## src/rtl/ecg_acc_pkg.sv

```systemverilog
// ecg_acc_pkg
// Shared definitions for the ECG accelerator conv-block control logic.
//   wfc_state_t   : weight fetch controller FSM states
//   WFC_BUF_DEPTH : entries in the weight fetch output buffer
package ecg_acc_pkg;

    typedef enum logic [1:0] {
        IDLE,
        FETCH,
        DRAIN,
        DONE
    } wfc_state_t;

    localparam int WFC_BUF_DEPTH = 2;

endpackage

```

## src/rtl/weight_fetch_ctrl_if.sv

```systemverilog
// weight_fetch_ctrl_if
// Bundles the weight ROM read port and the weight stream to the PE array.
//   rom_en / rom_addr : ROM read request (controller -> ROM)
//   rom_data          : ROM output word, valid the cycle after rom_en
//   w_data / w_last   : weight word and end-of-pass tag (controller -> datapath)
//   w_valid / w_ready : valid/ready handshake for the weight stream
// Modports: master = weight fetch controller, slave = ROM + datapath side.
interface weight_fetch_ctrl_if #(
    parameter int ADDR_WIDTH = 8,
    parameter int DATA_WIDTH = 32
);

    logic                  rom_en;
    logic [ADDR_WIDTH-1:0] rom_addr;
    logic [DATA_WIDTH-1:0] rom_data;
    logic [DATA_WIDTH-1:0] w_data;
    logic                  w_valid;
    logic                  w_ready;
    logic                  w_last;

    modport master (
        output rom_en, rom_addr, w_data, w_valid, w_last,
        input  rom_data, w_ready
    );

    modport slave (
        input  rom_en, rom_addr, w_data, w_valid, w_last,
        output rom_data, w_ready
    );

endinterface

```

## src/rtl/weight_fetch_fifo2.sv

```systemverilog
// weight_fetch_fifo2
// Two-entry register FIFO used to absorb the ROM read latency.
//   clk, rst  : clock and synchronous active-high reset
//   push      : write push_data this cycle
//   push_data : entry to write (weight word plus last tag)
//   pop       : discard the head entry this cycle
//   head      : current head entry (registered storage)
//   full      : both entries occupied
//   empty     : no entries occupied
module weight_fetch_fifo2
    import ecg_acc_pkg::*;
#(
    parameter int WIDTH = 33
) (
    input  logic             clk,
    input  logic             rst,
    input  logic             push,
    input  logic [WIDTH-1:0] push_data,
    input  logic             pop,
    output logic [WIDTH-1:0] head,
    output logic             full,
    output logic             empty
);

    logic [WIDTH-1:0] mem [WFC_BUF_DEPTH];
    logic             wr_ptr;
    logic             rd_ptr;
    logic [1:0]       count;
    logic             do_push;
    logic             do_pop;

    assign full  = (count == 2'(WFC_BUF_DEPTH));
    assign empty = (count == 2'd0);
    assign head  = mem[rd_ptr];

    // A push into a full FIFO is only legal when the head leaves in the same
    // cycle. The controller's credit check never lets that case arise
    // otherwise, so a blocked push here would indicate a controller bug.
    assign do_push = push && (!full || pop);
    assign do_pop  = pop && !empty;

    always_ff @(posedge clk) begin
        if (rst) begin
            for (int i = 0; i < WFC_BUF_DEPTH; i++) begin
                mem[i] <= '0;
            end
            wr_ptr <= 1'b0;
            rd_ptr <= 1'b0;
            count  <= 2'd0;
        end else begin
            if (do_push) begin
                mem[wr_ptr] <= push_data;
                wr_ptr      <= ~wr_ptr;
            end
            if (do_pop) begin
                rd_ptr <= ~rd_ptr;
            end
            case ({do_push, do_pop})
                2'b10:   count <= count + 2'd1;
                2'b01:   count <= count - 2'd1;
                default: count <= count;
            endcase
        end
    end

endmodule

```

## src/rtl/weight_fetch_ctrl.sv

```systemverilog
// weight_fetch_ctrl
// Walks weight ROM addresses 0..DATA_DEPTH-1 once per pass for num_pass
// passes and streams the words to the PE array over valid/ready. A two-entry
// buffer plus a one-read in-flight credit hides the ROM's 1-cycle latency.
//   clk, rst  : clock and synchronous active-high reset
//   start     : job request, accepted only while idle
//   num_pass  : number of passes, latched on an accepted start
//   busy      : controller is not idle
//   done      : one-cycle pulse at job end
//   stall_cnt : cycles with w_valid && !w_ready while busy (optional)
//   bus       : ROM read port and weight stream (master modport)
// Optional feature macro: WEIGHT_FETCH_STALL_CNT_EN adds stall_cnt.
module weight_fetch_ctrl
    import ecg_acc_pkg::*;
#(
    parameter int ADDR_WIDTH = 8,
    parameter int DATA_WIDTH = 32,
    parameter int DATA_DEPTH = 2,
    parameter int PASS_WIDTH = 8
) (
    input  logic                  clk,
    input  logic                  rst,
    input  logic                  start,
    input  logic [PASS_WIDTH-1:0] num_pass,
    output logic                  busy,
    output logic                  done,
`ifdef WEIGHT_FETCH_STALL_CNT_EN
    output logic [31:0]           stall_cnt,
`endif
    weight_fetch_ctrl_if.master   bus
);

    wfc_state_t state;
    wfc_state_t state_next;

    logic [ADDR_WIDTH-1:0] addr_cnt;
    logic [ADDR_WIDTH-1:0] addr_hold;
    logic [PASS_WIDTH-1:0] pass_cnt;
    logic [PASS_WIDTH-1:0] num_pass_q;
    logic                  inflight;
    logic                  inflight_last;
    logic                  issue;
    logic                  xfer;
    logic                  last_addr;
    logic                  final_pass;
    logic [1:0]            occupancy;
    logic                  credit_ok;

    logic [DATA_WIDTH:0]   fifo_head;
    logic                  fifo_full;
    logic                  fifo_empty;

    assign xfer       = bus.w_valid && bus.w_ready;
    assign last_addr  = (addr_cnt == ADDR_WIDTH'(DATA_DEPTH - 1));
    assign final_pass = (pass_cnt == num_pass_q - PASS_WIDTH'(1));

    // Occupancy is rebuilt from full/empty because a two-entry FIFO has only
    // three possible fill levels. Pops in the current cycle are deliberately
    // not counted, so issue resumes one cycle after a credit is freed.
    assign occupancy = {fifo_full, !fifo_full && !fifo_empty};
    assign credit_ok = ({1'b0, occupancy} + {2'b00, inflight}) < 3'(WFC_BUF_DEPTH);

    always_ff @(posedge clk) begin
        if (rst) begin
            state <= IDLE;
        end else begin
            state <= state_next;
        end
    end

    // Next-state and issue decision. The job leaves FETCH in the same cycle
    // the final address is issued; DRAIN ends as the last buffered word
    // leaves so that done lands one cycle after the final transfer.
    always_comb begin
        state_next = state;
        issue      = 1'b0;
        case (state)
            IDLE: begin
                if (start) begin
                    state_next = (num_pass == '0) ? DONE : FETCH;
                end
            end
            FETCH: begin
                issue = credit_ok;
                if (credit_ok && last_addr && final_pass) begin
                    state_next = DRAIN;
                end
            end
            DRAIN: begin
                if (!inflight && (fifo_empty || (xfer && !fifo_full))) begin
                    state_next = DONE;
                end
            end
            DONE: begin
                state_next = IDLE;
            end
            default: begin
                state_next = IDLE;
            end
        endcase
    end

    // Address/pass counters and the one-deep record of the read in flight.
    // addr_hold keeps the last issued address visible on rom_addr between
    // issues and is returned to zero as the job finishes.
    always_ff @(posedge clk) begin
        if (rst) begin
            addr_cnt      <= '0;
            addr_hold     <= '0;
            pass_cnt      <= '0;
            num_pass_q    <= '0;
            inflight      <= 1'b0;
            inflight_last <= 1'b0;
        end else begin
            inflight      <= issue;
            inflight_last <= issue && last_addr;
            if (state == IDLE && start) begin
                num_pass_q <= num_pass;
                addr_cnt   <= '0;
                pass_cnt   <= '0;
            end else if (issue) begin
                addr_hold <= addr_cnt;
                if (last_addr) begin
                    addr_cnt <= '0;
                    pass_cnt <= pass_cnt + PASS_WIDTH'(1);
                end else begin
                    addr_cnt <= addr_cnt + ADDR_WIDTH'(1);
                end
            end
            if (state == DONE) begin
                addr_hold <= '0;
            end
        end
    end

    weight_fetch_fifo2 #(
        .WIDTH(DATA_WIDTH + 1)
    ) u_fifo (
        .clk       (clk),
        .rst       (rst),
        .push      (inflight),
        .push_data ({inflight_last, bus.rom_data}),
        .pop       (xfer),
        .head      (fifo_head),
        .full      (fifo_full),
        .empty     (fifo_empty)
    );

    assign bus.rom_en   = issue;
    assign bus.rom_addr = issue ? addr_cnt : addr_hold;
    assign bus.w_valid  = !fifo_empty;
    assign bus.w_data   = fifo_head[DATA_WIDTH-1:0];
    assign bus.w_last   = fifo_head[DATA_WIDTH];
    assign busy         = (state != IDLE);
    assign done         = (state == DONE);

`ifdef WEIGHT_FETCH_STALL_CNT_EN
    // Back-pressure counter: saturates instead of wrapping and keeps its
    // value after the job so the layer controller can read it later.
    always_ff @(posedge clk) begin
        if (rst) begin
            stall_cnt <= '0;
        end else if (state == IDLE && start) begin
            stall_cnt <= '0;
        end else if (busy && bus.w_valid && !bus.w_ready && (stall_cnt != '1)) begin
            stall_cnt <= stall_cnt + 32'd1;
        end
    end
`endif

endmodule

```

## src/flat_wrapper.sv

```systemverilog
// flat-port wrapper written by rule: the top's interface ports become plain ports
module weight_fetch_ctrl_flat import ecg_acc_pkg::*;
#(
    parameter int ADDR_WIDTH = 8,
    parameter int DATA_WIDTH = 32,
    parameter int DATA_DEPTH = 2,
    parameter int PASS_WIDTH = 8
)
  (clk, rst, start, num_pass, busy, done, bus_rom_en, bus_rom_addr, bus_w_data, bus_w_valid, bus_w_last, bus_rom_data, bus_w_ready);
  weight_fetch_ctrl_if #(.ADDR_WIDTH(ADDR_WIDTH), .DATA_WIDTH(DATA_WIDTH)) bus_i ();
  input  logic clk;
  input  logic rst;
  input  logic start;
  input  logic [PASS_WIDTH-1:0] num_pass;
  output logic busy;
  output logic done;
  output wire logic [$bits(bus_i.rom_en)-1:0] bus_rom_en;
  output wire logic [$bits(bus_i.rom_addr)-1:0] bus_rom_addr;
  output wire logic [$bits(bus_i.w_data)-1:0] bus_w_data;
  output wire logic [$bits(bus_i.w_valid)-1:0] bus_w_valid;
  output wire logic [$bits(bus_i.w_last)-1:0] bus_w_last;
  input wire logic [$bits(bus_i.rom_data)-1:0] bus_rom_data;
  input wire logic [$bits(bus_i.w_ready)-1:0] bus_w_ready;
  assign bus_rom_en = bus_i.rom_en;
  assign bus_rom_addr = bus_i.rom_addr;
  assign bus_w_data = bus_i.w_data;
  assign bus_w_valid = bus_i.w_valid;
  assign bus_w_last = bus_i.w_last;
  assign bus_i.rom_data = bus_rom_data;
  assign bus_i.w_ready = bus_w_ready;
  weight_fetch_ctrl #(.ADDR_WIDTH(ADDR_WIDTH), .DATA_WIDTH(DATA_WIDTH), .DATA_DEPTH(DATA_DEPTH), .PASS_WIDTH(PASS_WIDTH)) u_core (.clk(clk), .rst(rst), .start(start), .num_pass(num_pass), .busy(busy), .done(done), .bus(bus_i));
endmodule
```

## config.mk

```make
export PLATFORM = sky130hd
export DESIGN_NAME = weight_fetch_ctrl_flat
export DESIGN_NICKNAME = d
export VERILOG_FILES = /design/src/rtl/ecg_acc_pkg.sv /design/src/rtl/weight_fetch_ctrl_if.sv /design/src/rtl/weight_fetch_fifo2.sv /design/src/rtl/weight_fetch_ctrl.sv /design/src/flat_wrapper.sv
export SDC_FILE = /design/constraint.sdc
export NUM_CORES = 1
export LEC_CHECK = 0
export ABC_CLOCK_PERIOD_IN_PS = 5000
export CORE_AREA = 2 2 113 104
export DETAILED_ROUTE_END_ITERATION = 10
export DIE_AREA = 0 0 115 106
export GPL_ROUTABILITY_DRIVEN = 0
export PLACE_DENSITY_LB_ADDON = 0.08
export SLEW_MARGIN = 40
export SYNTH_ARGS = -nofsm -noshare
export SYNTH_HDL_FRONTEND = slang
export SYNTH_SLANG_ARGS = --single-unit
```

## constraint.sdc

```tcl
create_clock -name clk -period 5 [get_ports clk]
set_input_delay 1 -clock clk [delete_from_list [all_inputs] [get_ports clk]]
set_output_delay 1 -clock clk [all_outputs]
set_load 0.05 [all_outputs]
```

==> results of run 1 <==
-- metal layers --
layer / track usage [%] / routed length, um / up-vias / part of all wire, %
li1: - / - / 1689 / -
met2: 28.66 / 4909 / 67 / 49
met4: 5.766 / 136 / 0 / 1.4
met5: 0 / 0 / - / 0
met1: 21.65 / 4553 / 1610 / 45
met3: 3.649 / 430 / 12 / 4.3
-- power groups by stage --
stage	clock network, mW	logic [mW]	registers (mW)
2_1_floorplan	0	0.854	1.12
3_3_place_gp	0	1.17	1.14
3_5_place_dp	0	1.18	1.15
4_1_cts	0.696	1.19	1.13
5_1_grt	0.726	1.25	1.14
6_report	0.676	1.17	1.13
-- area by class of cell --
class	instances	area (um2)	share of cell area, %
clock buffer	9	225.2	3.570
sequential	107	2803	44.43
clock inverter	7	60.06	0.9520
inverter	9	33.78	0.5355
timing repair buffer	95	948.4	15.03
tap	136	170.2	2.697
multi-input combinational	306	2068	32.78
-- cells in the mapped netlist (all sizes together), types with 3 or more instances --
master	number
or2	4
xnor2	10
inv	9
nor2b	3
nor4	4
a21oi	13
clkbuf	22
nor3	14
dfxtp	41
nor2	41
a31oi	3
edfxtp	66
mux2i	3
xor2	18
ha	10
mux2	33
o21ai	5
nand4	6
nand2	45
nand3	7
and2	70
-- metrics by stage --
| step | util, % | std cells |
|---|---|---|
| floorplan | - | 446 |
| finish | 56.78 | 669 |
| detailed placement | 54.21 | 653 |
| global route | 56.78 | 669 |
| global placement | 53.92 | 651 |
| CTS | 56.78 | 669 |
-- path summary, 6_finish.rpt --
path,from,end,cells past startpoint
setup / recovery,u_core.u_fifo.count[0],bus_rom_addr[6],6
hold / removal,u_core.num_pass_q[7],u_core.num_pass_q[7],2
setup reg to reg,u_core.addr_cnt[0],u_core.state[0],7
hold reg to reg,u_core.num_pass_q[7],u_core.num_pass_q[7],2
-- registers in the layout, summed over array words and instances, names as in the netlist, named ones only --
register,flops
u_core.inflight,1
u_core.num_pass_q,8
u_core.pass_cnt,8
u_core.u_fifo.wr_ptr,1
u_core.state,2
u_core.addr_cnt,8
u_core.addr_hold,8
u_core.u_fifo.mem,66
u_core.u_fifo.count,2
u_core.inflight_last,1
u_core.u_fifo.rd_ptr,1
-- cells by family (layout without fill, tap and decap cells) --
| group | count (synthesis) | count (layout) | synth area share, % |
|---|---|---|---|
| mux | 36 | 36 | 8.078 |
| fa+ha+maj | 10 | 10 | 2.516 |
| xor+xnor | 28 | 28 | 4.932 |
| buf+inv | 33 | 120 | 2.516 |
| compound gates | 27 | 27 | 3.749 |
| simple gates | 205 | 205 | 21.84 |
| flops | 107 | 107 | 56.37 |
-- worst reg2reg max path, cell delays in order, from the launching register on --
cell and delay, ns:
dfxtp_1 0.42, ha_1 0.17, or4b_4 0.46, nor4_4 0.31
nand3_2 0.15, o32ai_4 0.36, a21oi_1 0.13, a211oi_2 0.19
==> run metrics, run 1 <==
global-route wire length before repair=16030 um; area share of the largest cell type after synthesis=39.86%; Via Count=3378; Post-CTS Setup Inserts=0; vias per cell=5.049; Syn Std Cell Area=4972 um2; critical path's largest stage delay=0.81 ns; final setup slack of the worst path=1.504 ns; sw frac=38.08%; switching power of the nets=1.133 mW; total chip power=2.977 mW; number of DRC markers in iteration 0=167; Post-Syn Nets=500; family with the most delay on the worst path=buffers and inverters; Fin Clk Skew=0.01146 ns; CTS resizes=0; fraction of the yosys area taken by sequential cells=56.37%; kind of start point of the critical path=register; sequential power share=37.8%; cell type with the highest aggregate area in the netlist=edfxtp_1; max cap viols=0; maximum net fanout on the critical path=14; count of clock tree sinks=107; most frequent cells in the layout=clkdlybuf4s50_1 (88), and2_1 (69), edfxtp_1 (66), nand2_1 (45); Slowest cell on crit path=clkdlybuf4s50_1; data arrival at the endpoint of the critical path=2.50 ns; clk buf depth=2; antenna violations before repair=0; Post-Route Hold Slack=0.4762 ns; count of filler cells inserted in the layout=1006; Max Clk Rate=0.2861 GHz; Port Buf Inserts=88; setup TNS=0 ns; setup slack at placement=1.832 ns; commonest non-fill, non-tap cell in the layout=clkdlybuf4s50_1; drt wl/cell=14.99 um; Placeable Area=11110 um2; class of the tightest hold or removal check=register to register; final clock period utilization by the worst path=69.91%; number of H-tree levels=3; Peak VDD IR=309.8 uV; CTS hold repair buffers=0; pwr/cell area=471.8 nW/um2; number of hold violations in the final report=0; transition at the pin with the smallest max-transition slack=0.6291 ns; power share of the clock group=22.7%; die extent in y=106 um; setup repair after global routing missed its margin=false; ordered list of cells on the worst path=mux2i_1 > nand2_1 > inv_1 > nand2_1 > nand2_1 > clkdlybuf4s50_1; Internal Power=1.843 mW; root buf cell=clkbuf_16; total cell area at the placement stage=6023 um2; portion of total power attributed to combinational logic=39.4%; number of endpoints failing setup at the final stage=0; r2r setup slk=2.73 ns; yosys synthesis warning count=0; DR pass1 iterations=4; number of synthesized flops with an enable pin=66; via count of the first global-routing pass=3331; antenna diode count=0; status=completed; number of buffer and inverter stages on the critical path=2; overall fraction of global-route tracks in use=17.00%; net total in the final layout=582; shortest clock period the worst path allows after layout=3.496 ns; I/O Pins=89; effective utilization at floorplan=44.75%; average size of a mapped cell=11.15 um2; Worst path most repeated cell=nand2_1; worst endpoint required time=4.00 ns; clock latency at the later pin of the worst-skew pair=0.35 ns; count of nets left with antenna violations after detail routing=0; clock tree from TritonCTS=done; total of flip-flops plus latches after synthesis=107; Async S/R FF share, synth=0%; leakage power=2.364 nW; placed wire-length estimate after detailed placement=6912 um; residual overflow from global routing=0; start-to-end type of the worst setup path=register to output port; die area=12190 um2; top_reg_cell synth=edfxtp_1; relative slew slack=57.96%; number of instances in the synthesized netlist=446; share of cells above drive strength 1=13.32%; Num CTS Buffers=9; routed wire length=10030 um; area delta synth->final=26.87%; pin count of the biggest net entering global routing=34; width of the die=115 um; post-route DRC violation count=0; CP endpoint kind=output port; Pins Over Slew Limit=0; cell row count=37; clock transition time at the flip-flop clock pins of the worst setup and hold paths=0.07 ns; ranking of synthesized cells by area=edfxtp_1 (40%), dfxtp_1 (17%), and2_1 (8.7%); distinct cell type count of the synthesized netlist=43; final design area excluding fillers=6309 um2
Power figures use the tool's default switching activity.
==> inputs of run 2 (changes only) <==
ABC_CLOCK_PERIOD_IN_PS = 3650   (was 5000)
clock period = 3.65 ns   (was 5 ns; I/O delays follow)
==> run 2 against run 1 <==
  * Hold slack about the same
  * Clock power increased by 38%
  * Cell count unchanged
  * Sequential share of layout area increased by 0.062 points
  * Non-clock buffer count unchanged
  * Critical path depth unchanged
  * Core utilization decreased by 0.079 points
  * Clock-buffer cell count increased by 1
  * Cell area decreased by 0.14%
  * Worst setup slack got worse by 1.1 ns
  * First-iteration DRC count increased by 4.2%
  * Via count increased by 0.41%
==> run metrics, run 2 (synthesized netlist as in run 1, its figures left out) <==
status=completed; number of flip-flops under the largest register name=66; post-route DRC violation count=0; kind of start point of the critical path=register; critical register-to-register path startpoint=u_core.addr_cnt[0]; Worst path most repeated cell=nand2_1; drt wl/cell=15.08 um; pin count of the biggest net entering global routing=34; clk buf depth=2; antenna violations before repair=0; Pins Over Slew Limit=0; share of cells above drive strength 1=13.32%; data arrival at the endpoint of the critical path=2.49 ns; number of hold violations in the final report=0; CTS hold repair buffers=0; leakage power=2.357 nW; commonest non-fill, non-tap cell in the layout=clkdlybuf4s50_1; global-route wire length before repair=16260 um; effective utilization at floorplan=44.75%; RR Endpoint=u_core.state[0]; pwr/cell area=648.6 nW/um2; vias per cell=5.070; clock tree from TritonCTS=done; number of buffer and inverter stages on the critical path=2; residual overflow from global routing=0; switching power of the nets=1.559 mW; Placeable Area=11110 um2; Reg2Reg Depth=7; I/O Pins=89; number of cells on the worst hold path=2; power share of the clock group=22.8%; final design area excluding fillers=6300 um2; Slowest cell on crit path=clkdlybuf4s50_1; maximum net fanout on the critical path=14; most frequent cells in the layout=clkdlybuf4s50_1 (88), and2_1 (69), edfxtp_1 (66), nand2_1 (45); area occupied by multi-input gates=2074 um2; max cap viols=0; routed wire length=10090 um; Num CTS Buffers=9; Max Clk Rate=0.3101 GHz; area delta synth->final=26.70%; width of the die=115 um; via count of the first global-routing pass=3322; r2r setup slk=1.35 ns; CTS resizes=0; clock transition time at the flip-flop clock pins of the worst setup and hold paths=0.07 ns; family with the most delay on the worst path=buffers and inverters; portion of total power attributed to combinational logic=39.7%; setup repair after global routing missed its margin=false; count of nets left with antenna violations after detail routing=0; net total in the final layout=582; Peak VDD IR=290.3 uV; CP endpoint kind=output port; Fin Clk Skew=0.004787 ns; critical path's largest stage delay=0.80 ns; ordered list of cells on the worst path=mux2i_1 > nand2_1 > inv_1 > nand2_1 > nand2_1 > clkdlybuf4s50_1; Port Buf Inserts=88; sequential power share=37.5%; die area=12190 um2; start-to-end type of the worst setup path=register to output port; relative slew slack=54.94%; count of filler cells inserted in the layout=978; sw frac=38.16%; number of H-tree levels=3; Internal Power=2.527 mW; FF+latch area=2803 um2; die extent in y=106 um; source of the worst hold timing path=u_core.num_pass_q[7]; number of DRC markers in iteration 0=174; Post-Route Hold Slack=0.4766 ns; number of endpoints failing setup at the final stage=0; antenna diode count=0; Via Count=3392; total cell area at the placement stage=6008 um2; Post-CTS Setup Inserts=0; root buf cell=clkbuf_16; shortest clock period the worst path allows after layout=3.225 ns; transition at the pin with the smallest max-transition slack=0.6715 ns; clock latency at the later pin of the worst-skew pair=0.34 ns; count of clock tree sinks=107; class of the tightest hold or removal check=register to register; worst endpoint required time=2.92 ns; cell row count=37; final clock period utilization by the worst path=88.35%; DR pass1 iterations=4; Reg with most FFs=u_core.u_fifo.mem; setup TNS=0 ns; WHS Endpoint=u_core.num_pass_q[7]; overall fraction of global-route tracks in use=17.04%; placed wire-length estimate after detailed placement=6820 um
## run 2: changes by cell type in the layout (fill, tap and decap cells not counted), sizes merged
cell	delta
clkbuf	+1
clkinv	-2
inv	+1
## run 2: layout make-up
class                           count  share of cell area (%)
Timing Repair Buffer               95                   14.82
Inverter                            9                  0.5362
Clock buffer                       10                   3.635
Tap cell                          136                   2.701
Multi-Input combinational cell    306                   32.93
Clock inverter                      6                  0.8937
Sequential cell                   107                   44.49
## run 2: tightest hold or removal path, delay by kind of cell, from the launching register on
| family | cells | cell delay [ns] |
|---|---|---|
| AO/OA/AOI/OAI | 1 | 0.05 |
| flip-flops | 1 | 0.32 |
| AND/OR/NAND/NOR | 1 | 0.06 |
## run 2: how the worst max path moves through the flow
stage | cells past startpoint | slack, ns | endpoint | from
finish | 6 | 0.43 | bus_rom_addr[6] | u_core.u_fifo.count[0]
global route | 6 | 0.26 | bus_rom_addr[4] | u_core.u_fifo.count[0]
CTS | 6 | 0.42 | bus_rom_addr[6] | u_core.u_fifo.count[0]
detailed placement | 4 | 0.67 | u_core.u_fifo.mem[0][26] | rst
global placement | 4 | 0.74 | u_core.u_fifo.mem[0][16] | rst
floorplan | 7 | 0.81 | bus_rom_addr[0] | u_core.u_fifo.count[0]
## run 2: power by group through the flow
stage,Combinational [mW],Sequential [mW],Clock [mW]
floorplan,1.17,1.53,0
global placement,1.61,1.55,0
detailed placement,1.63,1.56,0
CTS,1.64,1.53,0.955
global route,1.73,1.55,1.01
finish,1.62,1.53,0.932
## run 2: through the flow
step / util, % / worst slack [ns] / total power, mW / instances
after detailed placement: 54.08 / 0.6692 / 3.191 / 653
final: 56.70 / 0.4251 / 4.086 / 669
after floorplan: - / 0.8142 / 2.699 / 446
after global placement: 54.05 / 0.7431 / 3.167 / 653
after global routing: 56.70 / 0.2620 / 4.288 / 669
after CTS: 56.64 / 0.4197 / 4.125 / 669
## run 2: per-layer routing
layer / track usage, % / part of all wire (%) / vias to the layer above
met4: 4.733 / 1.2 / 0
met3: 3.535 / 3.4 / 9
met1: 21.42 / 46 / 1629
li1: - / - / 1694
met5: 0 / 0 / -
met2: 29.62 / 49 / 60
